### config.mk
export PLATFORM = sky130hd
export DESIGN_NAME = imem_load_ctrl
export DESIGN_NICKNAME = d
export VERILOG_FILES = /design/src/rtl/imem_load_ctrl.sv
export SDC_FILE = /design/constraint.sdc
export NUM_CORES = 1
export LEC_CHECK = 0
export BUFFER_PORTS_ARGS = -buffer_cell sky130_fd_sc_hd__buf_4
export CORE_AREA = 2 2 75 77
export DETAILED_ROUTE_END_ITERATION = 8
export DIE_AREA = 0 0 77 79
export PLACE_DENSITY = 0.73
export SLEW_MARGIN = 20
export SYNTH_ARGS = -nofsm -noshare
export SYNTH_HDL_FRONTEND = slang
export SYNTH_SLANG_ARGS = --single-unit
### constraint.sdc
create_clock -name clk -period 5.3 [get_ports clk]
set_input_delay 1.06 -clock clk [delete_from_list [all_inputs] [get_ports clk]]
set_output_delay 1.06 -clock clk [all_outputs]
set_load 0.01 [all_outputs]
### src/rtl/imem_load_ctrl.sv
// rtl/imem_load_ctrl.sv - IMEM boot-load sequencer and fetch port sharer
// Optional running checksum of loaded words: IMEM_LOAD_CSUM_EN
module imem_load_ctrl #(
  parameter int          IMEM_DEPTH = 128,
  parameter int          IDX_W      = 10,
  parameter logic [31:0] HALT_INSTR = 32'h00000063
) (
  input  logic             clk,
  input  logic             rst_n,
  input  logic             ld_start,
  input  logic             run_go,
  input  logic             ld_valid,
  input  logic [31:0]      ld_data,
  input  logic             ld_last,
  output logic             ld_ready,
  output logic [IDX_W:0]   ld_count,
  output logic             ld_trunc,
  input  logic [31:0]      cpu_addr,
  output logic [31:0]      cpu_instr,
  output logic             cpu_hold,
  output logic             cpu_rst_req,
  output logic             mem_we,
  output logic [IDX_W-1:0] mem_idx,
  output logic [31:0]      mem_wdata,
`ifdef IMEM_LOAD_CSUM_EN
  output logic [31:0]      ld_csum,
`endif
  input  logic [31:0]      mem_rdata
);

  typedef enum logic [1:0] {S_HOLD, S_LOAD, S_DONE, S_RUN} state_e;

  localparam logic [IDX_W:0] DEPTH_C = (IDX_W+1)'(IMEM_DEPTH);
  localparam logic [IDX_W:0] LAST_C  = DEPTH_C - 1'b1;

  state_e         state_q, state_d;
  logic [IDX_W:0] count_q, count_d;
  logic           trunc_q, trunc_d;
  logic [IDX_W-1:0] fetch_idx;
  logic           fetch_in_range;
  logic           unused_addr_bits;

  assign fetch_idx        = cpu_addr[IDX_W+1:2];
  assign fetch_in_range   = ({1'b0, fetch_idx} < DEPTH_C);
  assign unused_addr_bits = ^{cpu_addr[31:IDX_W+2], cpu_addr[1:0]};

`ifdef IMEM_LOAD_CSUM_EN
  logic [31:0] csum_q, csum_d;
  assign ld_csum = csum_q;
`endif

  always_ff @(posedge clk or negedge rst_n) begin
    if (!rst_n) begin
      state_q <= S_HOLD;
      count_q <= '0;
      trunc_q <= 1'b0;
`ifdef IMEM_LOAD_CSUM_EN
      csum_q  <= '0;
`endif
    end else begin
      state_q <= state_d;
      count_q <= count_d;
      trunc_q <= trunc_d;
`ifdef IMEM_LOAD_CSUM_EN
      csum_q  <= csum_d;
`endif
    end
  end

  always_comb begin
    state_d     = state_q;
    count_d     = count_q;
    trunc_d     = trunc_q;
`ifdef IMEM_LOAD_CSUM_EN
    csum_d      = csum_q;
`endif
    ld_ready    = 1'b0;
    mem_we      = 1'b0;
    mem_idx     = '0;
    mem_wdata   = ld_data;
    cpu_hold    = 1'b1;
    cpu_rst_req = 1'b0;

    unique case (state_q)
      S_HOLD: begin
        if (ld_start) begin
          state_d = S_LOAD;
          count_d = '0;
          trunc_d = 1'b0;
`ifdef IMEM_LOAD_CSUM_EN
          csum_d  = '0;
`endif
        end else if (run_go) begin
          state_d = S_DONE;
        end
      end
      S_LOAD: begin
        ld_ready = 1'b1;
        mem_idx  = count_q[IDX_W-1:0];
        if (ld_valid) begin
          mem_we = 1'b1;
          if (count_q != DEPTH_C) count_d = count_q + 1'b1;
`ifdef IMEM_LOAD_CSUM_EN
          csum_d = csum_q + ld_data;
`endif
          // ld_last wins over the full-IMEM condition, so trunc only flags a missing last
          if (ld_last) begin
            state_d = S_DONE;
          end else if (count_q == LAST_C) begin
            state_d = S_DONE;
            trunc_d = 1'b1;
          end
        end
      end
      S_DONE: begin
        cpu_rst_req = 1'b1;
        state_d     = S_RUN;
      end
      S_RUN: begin
        cpu_hold = 1'b0;
        mem_idx  = fetch_idx;
        if (ld_start) begin
          state_d = S_LOAD;
          count_d = '0;
          trunc_d = 1'b0;
`ifdef IMEM_LOAD_CSUM_EN
          csum_d  = '0;
`endif
        end
      end
      default: state_d = S_HOLD;
    endcase
  end

  assign cpu_instr = (state_q == S_RUN && fetch_in_range) ? mem_rdata : HALT_INSTR;
  assign ld_count  = count_q;
  assign ld_trunc  = trunc_q;

endmodule

==> reports/qor.csv, run 1 <==
metric,value,unit
Seq cells post-synth,14,
RSZ-0062 raised after global routing,false,
synth warn,0,
gr usage total,17.5,%
DIE AREA,6080,sq um
Compound-Gate Fraction of Synth Area,18.5,%
largest net degree at the start of global routing,33,
die height,79,um
worst endpoint required time,4.24,ns
CP arrival,2.19,ns
"EDFF count, synth",0,
layout cell share with drive strength beyond 1,45.5,%
CP Cell Sequence,ha_1 -> inv_1 -> nor4_2 -> buf_4 -> and2_1 -> buf_4,
Longest Clk Path Bufs,2,
total number of vias,1613,
total gr overflow,0,
# resized after CTS,0,
total CTS buffers,3,
vias in the first global route,1605,
DRC violation count after routing,0,
Layout Nets,366,
Final TNS setup,0,ns
Synth Area in XOR/XNOR,0,%
"Top FF cell, synth",dfrtp_1,
routed len/inst,16.5,um
post-synthesis sequential area ratio,23.5,%
H-tree Lvls,1,
Max Freq,307,MHz
number of diodes,0,
Layout Cells excl Fill,329,
Startpoint Class,flop,
"most common cell after layout, fill and taps aside",buf_4,
relative max-transition margin,61.3,%
Layout area overhead,44.4,%
Most common cell on crit path,buf_4,
Synth cell types,40,
Die Width,77,um
cell taking the most area after synthesis,dfrtp_1,
most frequent cells in the layout,"buf_4 (106), and2_1 (29), dfrtp_1 (14)",
largest family of logic cells by synthesized area,simple AND/OR/NAND/NOR gates,
Final min period,3.25,ns
Post CTS Setup Buffer Count,0,
Site Rows,27,
Antenna Nets Post-Route,0,
CP max stage cell,ha_1,
syn_nets,295,
final hold violations,0,
Root Buffer,clkbuf_8,
adder-cell share of the synthesized area,5.04,%
"Hold-fix buffers, CTS",0,
skew final,0.00166,ns
Mapped Avg Cell Area,7.96,sq um
Crit Path Category,flop to output port,
"Cell Area, Synth",1490,sq um
# setup viols final,0,
router iterations before antenna repair,4,
CTS sink count,14,
Post-Route WL,5420,um
Synth Instances,187,
"Max FO, Critical Path",32,
DRT iter0 DRCs,112,
post-synth top area share,23.5,%
Pwr per Cell Area,304,nW/um^2
first-pass GRT wire length,8370,um
main area contributors after synthesis,"dfrtp_1 (24%), buf_4 (17%), and2_1 (12%), ha_1 (5.0%), a22o_1 (4.1%)",
Post-Synth Simple-Gate Area,28.3,%
proportion of synthesized area in mux cells,2.86,%
Initial Util,27.9,%
post-synthesis async set-or-reset flop share,100,%
fin crit share,61.4,%
clk_lat worst skew,0.25,ns
worst hold path type,flop to flop,
Final Wtd Congestion,0.844,
TritonCTS clock tree,done,
peak supply drop,0.107,mV
pins over their slew limit,0,
Worst-Margin Slew,0.581,ns
IO Port Bufs,105,
leakage power,1.10,nW
CP Capture Type,output port,
max incr delay on CP,0.50,ns
initial antenna violation count,0,
Ports,192,
status,"finished, final reports clean",
"CTS clk-pin slew, worst paths",0.06,ns
DP Cell Count,325,
maximum capacitance violations,0,
hpwl dp,4460,um
core area,5340,sq um
vias per cell,4.90,
critical path, delay by kind of cell, from the launching register on:
kind,cells,cell delay [ns]
DFF,1,0.40
and+or+nand+nor,2,0.46
adders and majority gates,1,0.50
buffers and inverters,3,0.58
per-layer routing:
| metal | GRT usage, % | vias to the layer above | wire length [um] | part of all wire, % |
|---|---|---|---|---|
| met3 | 5.80 | 9 | 565 | 10 |
| met2 | 32.2 | 98 | 2750 | 51 |
| li1 | - | 759 | - | - |
| met5 | 0 | - | 0 | 0 |
| met4 | 7.14 | 0 | 125 | 2.3 |
| met1 | 18.3 | 747 | 1980 | 37 |
Yosys cell counts, types with 4 or more instances:
cell type	count
or4_1	4
o21ai_0	11
nor2_1	6
dfrtp_1	14
o31ai_1	6
buf_4	34
a22o_1	7
nand2_1	10
and2_1	29
ha_1	6
inv_1	10
nand3_1	4
nand2b_1	4
a21oi_1	5
clkbuf_1	4
cell families after synthesis:
logic type | count (synthesis)
compound gates | 40
mux | 4
fa+ha+maj | 6
simple gates | 73
flops | 14
buf+inv | 50
stage by stage:
| step | worst slack [ns] | power (W) | util, % | hold slack (ns) | area [sq um] |
|---|---|---|---|---|---|
| floorplan | 2.23 | 0.000421 | - | 0.510 | 1490 |
| global placement | 2.18 | 0.000540 | 39.2 | 0.477 | 2090 |
| detailed placement | 2.17 | 0.000548 | 39.2 | 0.485 | 2090 |
| CTS | 2.00 | 0.000657 | 40.3 | 0.498 | 2150 |
| global route | 1.86 | 0.000700 | 40.3 | 0.538 | 2150 |
| finish | 2.05 | 0.000654 | 40.3 | 0.491 | 2150 |
state kept, by name (all words and copies together) (netlist names):
name and count:
ld_trunc 1, ld_count 11, state_q 2
area by class of cell:
type	instances	area [sq um]
Timing Repair Buffer	106	796
Multi-Input combinational cell	123	821
Sequential cell	14	350
Clock buffer	4	55.1
Tap cell	72	90.1
Inverter	10	37.5
Fill cell	583	3190
where the power goes:
group          switching, W  leakage [nW]  total, W  internal [W]
registers         0.0000155         0.188  0.000140      0.000124
clock network     0.0000401        0.0288  0.000106     0.0000660
logic              0.000225         0.880  0.000408      0.000183
worst paths after layout:
path / from / endpoint / slack [ns] / depth (start not counted)
max reg2reg: state_q[1] / ld_count[9] / 3.04 / 6
min in group asynchronous: rst_n / ld_trunc / 0.64 / 1
min: ld_trunc / ld_trunc / 0.49 / 1
max: state_q[0] / cpu_instr[13] / 2.05 / 6
max in group asynchronous: rst_n / ld_count[3] / 4.49 / 1
min reg2reg: ld_trunc / ld_trunc / 0.49 / 1
Note: power is estimated with default switching activity, not from simulation.
==> run 2: changes to the inputs <==
PLACE_DENSITY = 0.76   (was 0.73)
clock period = 2.93 ns   (was 5.3 ns; I/O delays follow)
==> run 2 against run 1 <==
Effect of this change:
- clock skew about the same
- first-iteration DRC count decreased by 45%
- clock power increased by 45%
- sequential power increased by 81%
- final area about the same
- setup slack got worse by 1.6 ns
- register-to-register slack got worse by 2.3 ns
- global-route usage decreased by 2.5 points
- combinational power increased by 83%
- critical endpoint is now mem_idx[1]
- largest cell class unchanged
- largest power group unchanged
- highest routed layer unchanged
==> reports/qor.csv, run 2 (synthesis gave the netlist of run 1 again) <==
metric,value,unit,change
CP Capture Type,output port,,
total gr overflow,0,,unchanged
Worst-Margin Slew,0.553,ns,-0.0277 ns
Setup WS pre-CTS,0.781,ns,-1.39 ns
DIE AREA,6080,sq um,unchanged
vias in the first global route,1506,,-6.2%
routed len/inst,14.4,um,-13%
CP arrival,1.86,ns,-0.33 ns
Antenna Nets Post-Route,0,,unchanged
CTS sink count,14,,unchanged
# setup viols final,0,,unchanged
total CTS buffers,3,,unchanged
worst hold path type,input port to async pin,,
worst endpoint required time,2.34,ns,-1.90 ns
Max Freq,409,MHz,
DRT iter0 DRCs,62,,-45%
DRC violation count after routing,0,,unchanged
Layout area overhead,44.5,%,about the same
initial antenna violation count,0,,unchanged
hold slack,0.186,ns,-0.304 ns
Area after DPL,2110,sq um,+0.72%
final hold violations,0,,unchanged
"most common cell after layout, fill and taps aside",buf_4,,
Final min period,2.45,ns,
layout cell share with drive strength beyond 1,45.7,%,+0.21 points
router iterations before antenna repair,4,,unchanged
vias per cell,4.86,,-0.86%
Post CTS Setup Buffer Count,0,,unchanged
RSZ-0062 raised after global routing,false,,
skew final,0.00202,ns,+0.000362 ns
fin crit share,83.5,%,
most frequent cells in the layout,"buf_4 (108), and2_1 (29), dfrtp_1 (14)",,
"Max FO, Critical Path",11,,-66%
"Hold-fix buffers, CTS",0,,unchanged
peak supply drop,0.229,mV,+110%
Die Width,77,um,unchanged
H-tree Lvls,1,,unchanged
Ports,192,,unchanged
relative max-transition margin,62.9,%,+1.7 points
Final TNS setup,0,ns,unchanged
Site Rows,27,,unchanged
Post-Route WL,4740,um,-13%
Startpoint Class,flop,,
clk_lat worst skew,0.24,ns,about the same
total number of vias,1604,,-0.56%
Initial Util,27.9,%,unchanged
# resized after CTS,0,,unchanged
"CTS clk-pin slew, worst paths",0.06,ns,about the same
IO Port Bufs,105,,unchanged
worst setup margin,0.484,ns,-1.56 ns
first-pass GRT wire length,7470,um,-11%
leakage power,1.10,nW,+0.29%
status,"finished, final reports clean",,
max reg flops,11,,unchanged
number of diodes,0,,unchanged
gr usage total,14.9,%,-2.5 points
core area,5340,sq um,unchanged
Pwr per Cell Area,537,nW/um^2,+77%
final instance area,2150,sq um,about the same
largest net degree at the start of global routing,33,,unchanged
pins over their slew limit,0,,unchanged
TritonCTS clock tree,done,,
final total power,0.00116,W,+77%
die height,79,um,unchanged
Root Buffer,clkbuf_8,,
maximum capacitance violations,0,,unchanged
hpwl dp,3960,um,-11%
Final Wtd Congestion,0.888,,+5.2%
Crit Path Category,flop to output port,,
Layout Nets,368,,+0.55%
Longest Clk Path Bufs,2,,unchanged
[run 2: cell type report]
type	count	area (sq um)
multi-input cells	123	821
clock buffers	3	41.3
flip-flops and latches	14	350
well taps	72	90.1
inverters	10	37.5
repair buffers	108	811
fillers	573	3190
[run 2: through the flow]
stage                     utilization (%)  cells
after floorplan                         -    187
after global placement               39.5    327
after detailed placement             39.5    327
after CTS                            40.3    330
after global routing                 40.3    330
final                                40.3    330
[run 2: worst paths after layout]
path | startpoint | endpoint | slack (ns) | cells past startpoint
worst max register to register | state_q[0] | ld_count[9] | 0.79 | 6
worst max-delay path | state_q[1] | mem_idx[1] | 0.48 | 5
min in group clk | ld_trunc | ld_trunc | 0.50 | 1
max in group asynchronous | rst_n | ld_count[1] | 2.57 | 1
worst min-delay path | rst_n | ld_count[8] | 0.19 | 1
worst min register to register | ld_trunc | ld_trunc | 0.50 | 1
[run 2: routing by layer]
| metal | share of wire, % | routed length, um | global-route usage, % | up-vias |
|---|---|---|---|---|
| met5 | 0 | 0 | 0 | - |
| met3 | 13 | 597 | 5.00 | 2 |
| met2 | 51 | 2420 | 28.2 | 112 |
| li1 | - | - | - | 761 |
| met4 | 0.13 | 6 | 1.25 | 0 |
| met1 | 36 | 1710 | 17.0 | 729 |
[run 2: report_power, final]
group / switching [W] / internal [W]
Combinational: 0.000405 / 0.000344
Sequential: 0.0000287 / 0.000225
Clock: 0.0000637 / 0.0000907
Total: 0.000497 / 0.000659
[run 2: critical path, stage by stage (launching register included)]
cell and delay (ns):
dfrtp_1 0.40, inv_1 0.11, ha_1 0.42, inv_1 0.20, o21ai_0 0.31, buf_4 0.18
==> run 3: changes to the inputs <==
CORE_AREA = 2 2 74 76   (was 2 2 75 77)
DIE_AREA = 0 0 76 78   (was 0 0 77 79)
PLACE_DENSITY = 0.75   (was 0.76)
clock period = 2.55 ns   (was 2.93 ns; I/O delays follow)
==> run 3 against run 2 <==
Effect of this change:
- sequential power is 14% higher
- clock power increased by 45%
- flip-flop and latch count is the same
- via count increased by 1.9%
- largest power group unchanged
- setup slack worse by 0.26 ns
- non-clock buffer count did not move
- final area grew 0.52%
==> reports/qor.csv, run 3 (synthesis gave the netlist of run 1 again) <==
metric,value,unit,change
status,"finished, final reports clean",,
sequential cell area,350,sq um,unchanged
Ports,192,,unchanged
Final TNS setup,0,ns,unchanged
H-tree Lvls,1,,unchanged
DRT iter0 DRCs,129,,+110%
pins over their slew limit,0,,unchanged
Antenna Nets Post-Route,0,,unchanged
vias per cell,4.97,,+2.2%
"Max FO, Critical Path",11,,unchanged
"most common cell after layout, fill and taps aside",buf_4,,
Pwr per Cell Area,633,nW/um^2,+18%
leakage power,1.11,nW,+0.65%
Post CTS Setup Buffer Count,0,,unchanged
Initial Util,29.5,%,+1.6 points
gr usage total,19.3,%,+4.4 points
first-pass GRT wire length,8910,um,+19%
max reg flops,11,,unchanged
Reg2Reg Launch Point,state_q[1],,
total number of vias,1634,,+1.9%
Worst Path Buf+Inv,3,,unchanged
core area,5040,sq um,-5.5%
Die Width,76,um,-1.3%
vias in the first global route,1636,,+8.6%
Longest Clk Path Bufs,2,,unchanged
worst hold path type,input port to async pin,,
Final min period,2.33,ns,
Seq pwr share,21.1,%,-0.8 points
CP max stage cell,ha_1,,
Fillers,520,,-9.2%
# resized after CTS,0,,unchanged
Final Wtd Congestion,0.873,,-1.7%
Startpoint Class,flop,,
clk_lat worst skew,0.25,ns,about the same
"Hold-fix buffers, CTS",0,,unchanged
skew final,0.00321,ns,+0.00119 ns
area of the multi-input gates,821,sq um,unchanged
portion of total power attributed to the clock network,16.4,%,+3.0 points
total CTS buffers,3,,unchanged
RSZ-0062 raised after global routing,false,,
router iterations before antenna repair,4,,unchanged
final instance area,2160,sq um,+0.52%
CP arrival,1.82,ns,-0.04 ns
total gr overflow,0,,unchanged
layout cell share with drive strength beyond 1,45.9,%,+0.21 points
Crit Path Category,flop to output port,,
Site Rows,26,,-3.7%
hold slack,0.0915,ns,-0.0949 ns
die height,78,um,-1.3%
Layout area overhead,45.2,%,
Area after DPL,2110,sq um,-0.12%
fin crit share,91.3,%,
CTS sink count,14,,unchanged
routed len/inst,17.4,um,+22%
Most common cell on crit path,inv_1,,
DIE AREA,5930,sq um,-2.5%
final hold violations,0,,unchanged
peak supply drop,0.285,mV,+25%
worst endpoint required time,2.04,ns,-0.30 ns
max incr delay on CP,0.43,ns,about the same
"CP delay by family, top",buffers and inverters,,
cells on worst reg2reg path,7,,+1
NetSw,0.000580,W,+17%
"CTS clk-pin slew, worst paths",0.06,ns,about the same
most frequent cells in the layout,"buf_4 (108), and2_1 (29), dfrtp_1 (14)",,
DRC violation count after routing,0,,unchanged
hpwl dp,4750,um,+20%
logic gate share of total power,62.5,%,-2.2 points
TritonCTS clock tree,done,,
Root Buffer,clkbuf_8,,
IO Port Bufs,105,,unchanged
Worst-Margin Slew,0.535,ns,-0.0181 ns
Critical R2R Capture,ld_count[9],,
number of diodes,0,,unchanged
largest net degree at the start of global routing,33,,unchanged
relative max-transition margin,64.1,%,+1.2 points
Layout Nets,368,,unchanged
CP Cell Sequence,inv_1 -> ha_1 -> inv_1 -> o21ai_0 -> buf_4,,
Max Freq,430,MHz,
switching part of the total power,42.4,%,-0.64 points
initial antenna violation count,0,,unchanged
Post-Route WL,5740,um,+21%
CP Capture Type,output port,,
Pint,0.000789,W,+20%
# setup viols final,0,,unchanged
r2r setup slk,0.38,ns,-0.41 ns
maximum capacitance violations,0,,unchanged
==> run 3: cell count changes in the layout (fill, tap and decap cells not counted) <==
cell | previous run | this run
clkbuf_8 | 3 | 4
==> run 3: worst max path at each step <==
stage / from / end / slack, ns / depth (start not counted)
2_1_floorplan: state_q[0] / cpu_instr[10] / 0.43 / 5
3_3_place_gp: state_q[1] / ld_count[9] / 0.48 / 7
3_5_place_dp: state_q[1] / ld_count[9] / 0.43 / 7
4_1_cts: state_q[1] / mem_idx[8] / 0.21 / 5
5_1_grt: state_q[1] / mem_idx[1] / 0.03 / 5
6_report: state_q[1] / mem_idx[1] / 0.22 / 5
==> run 3: power by group through the flow <==
stage | combinational [W] | sequential (W) | clock (W)
5_1_grt | 0.000948 | 0.000295 | 0.000237
2_1_floorplan | 0.000581 | 0.000293 | 0
6_report | 0.000856 | 0.000289 | 0.000224
3_3_place_gp | 0.000844 | 0.000291 | 0
4_1_cts | 0.000861 | 0.000289 | 0.000228
3_5_place_dp | 0.000857 | 0.000293 | 0
==> run 3: layer usage <==
layer	track usage (%)	wire length (um)	up-vias
li1	-	-	759
met1	21.8	2190	748
met2	34.8	2830	122
met3	7.09	666	5
met4	4.36	51	0
met5	0	0	-
==> run 3: stage by stage <==
step / std cells / util (%) / setup WS [ns] / power [W]
global placement: 325 / 41.8 / 0.476 / 0.00113
detailed placement: 325 / 41.8 / 0.426 / 0.00115
finish: 329 / 42.9 / 0.223 / 0.00137
floorplan: 187 / - / 0.428 / 0.000874
CTS: 329 / 42.9 / 0.206 / 0.00138
global route: 329 / 42.9 / 0.0283 / 0.00148
==> run 3: area by class of cell <==
type | count | area share (%)
timing repair buffer | 108 | 37.5
sequential | 14 | 16.2
inverter | 10 | 1.74
multi-input combinational | 123 | 38.0
tap | 70 | 4.05
clock buffer | 4 | 2.55
==> run 3: worst reg2reg max path: stages (launching register included) <==
cell and delay, ns:
dfrtp_1 0.37, inv_1 0.08, ha_1 0.34, buf_4 0.22, or2b_1 0.20, nand3_1 0.18
or4_1 0.54, a21oi_1 0.16
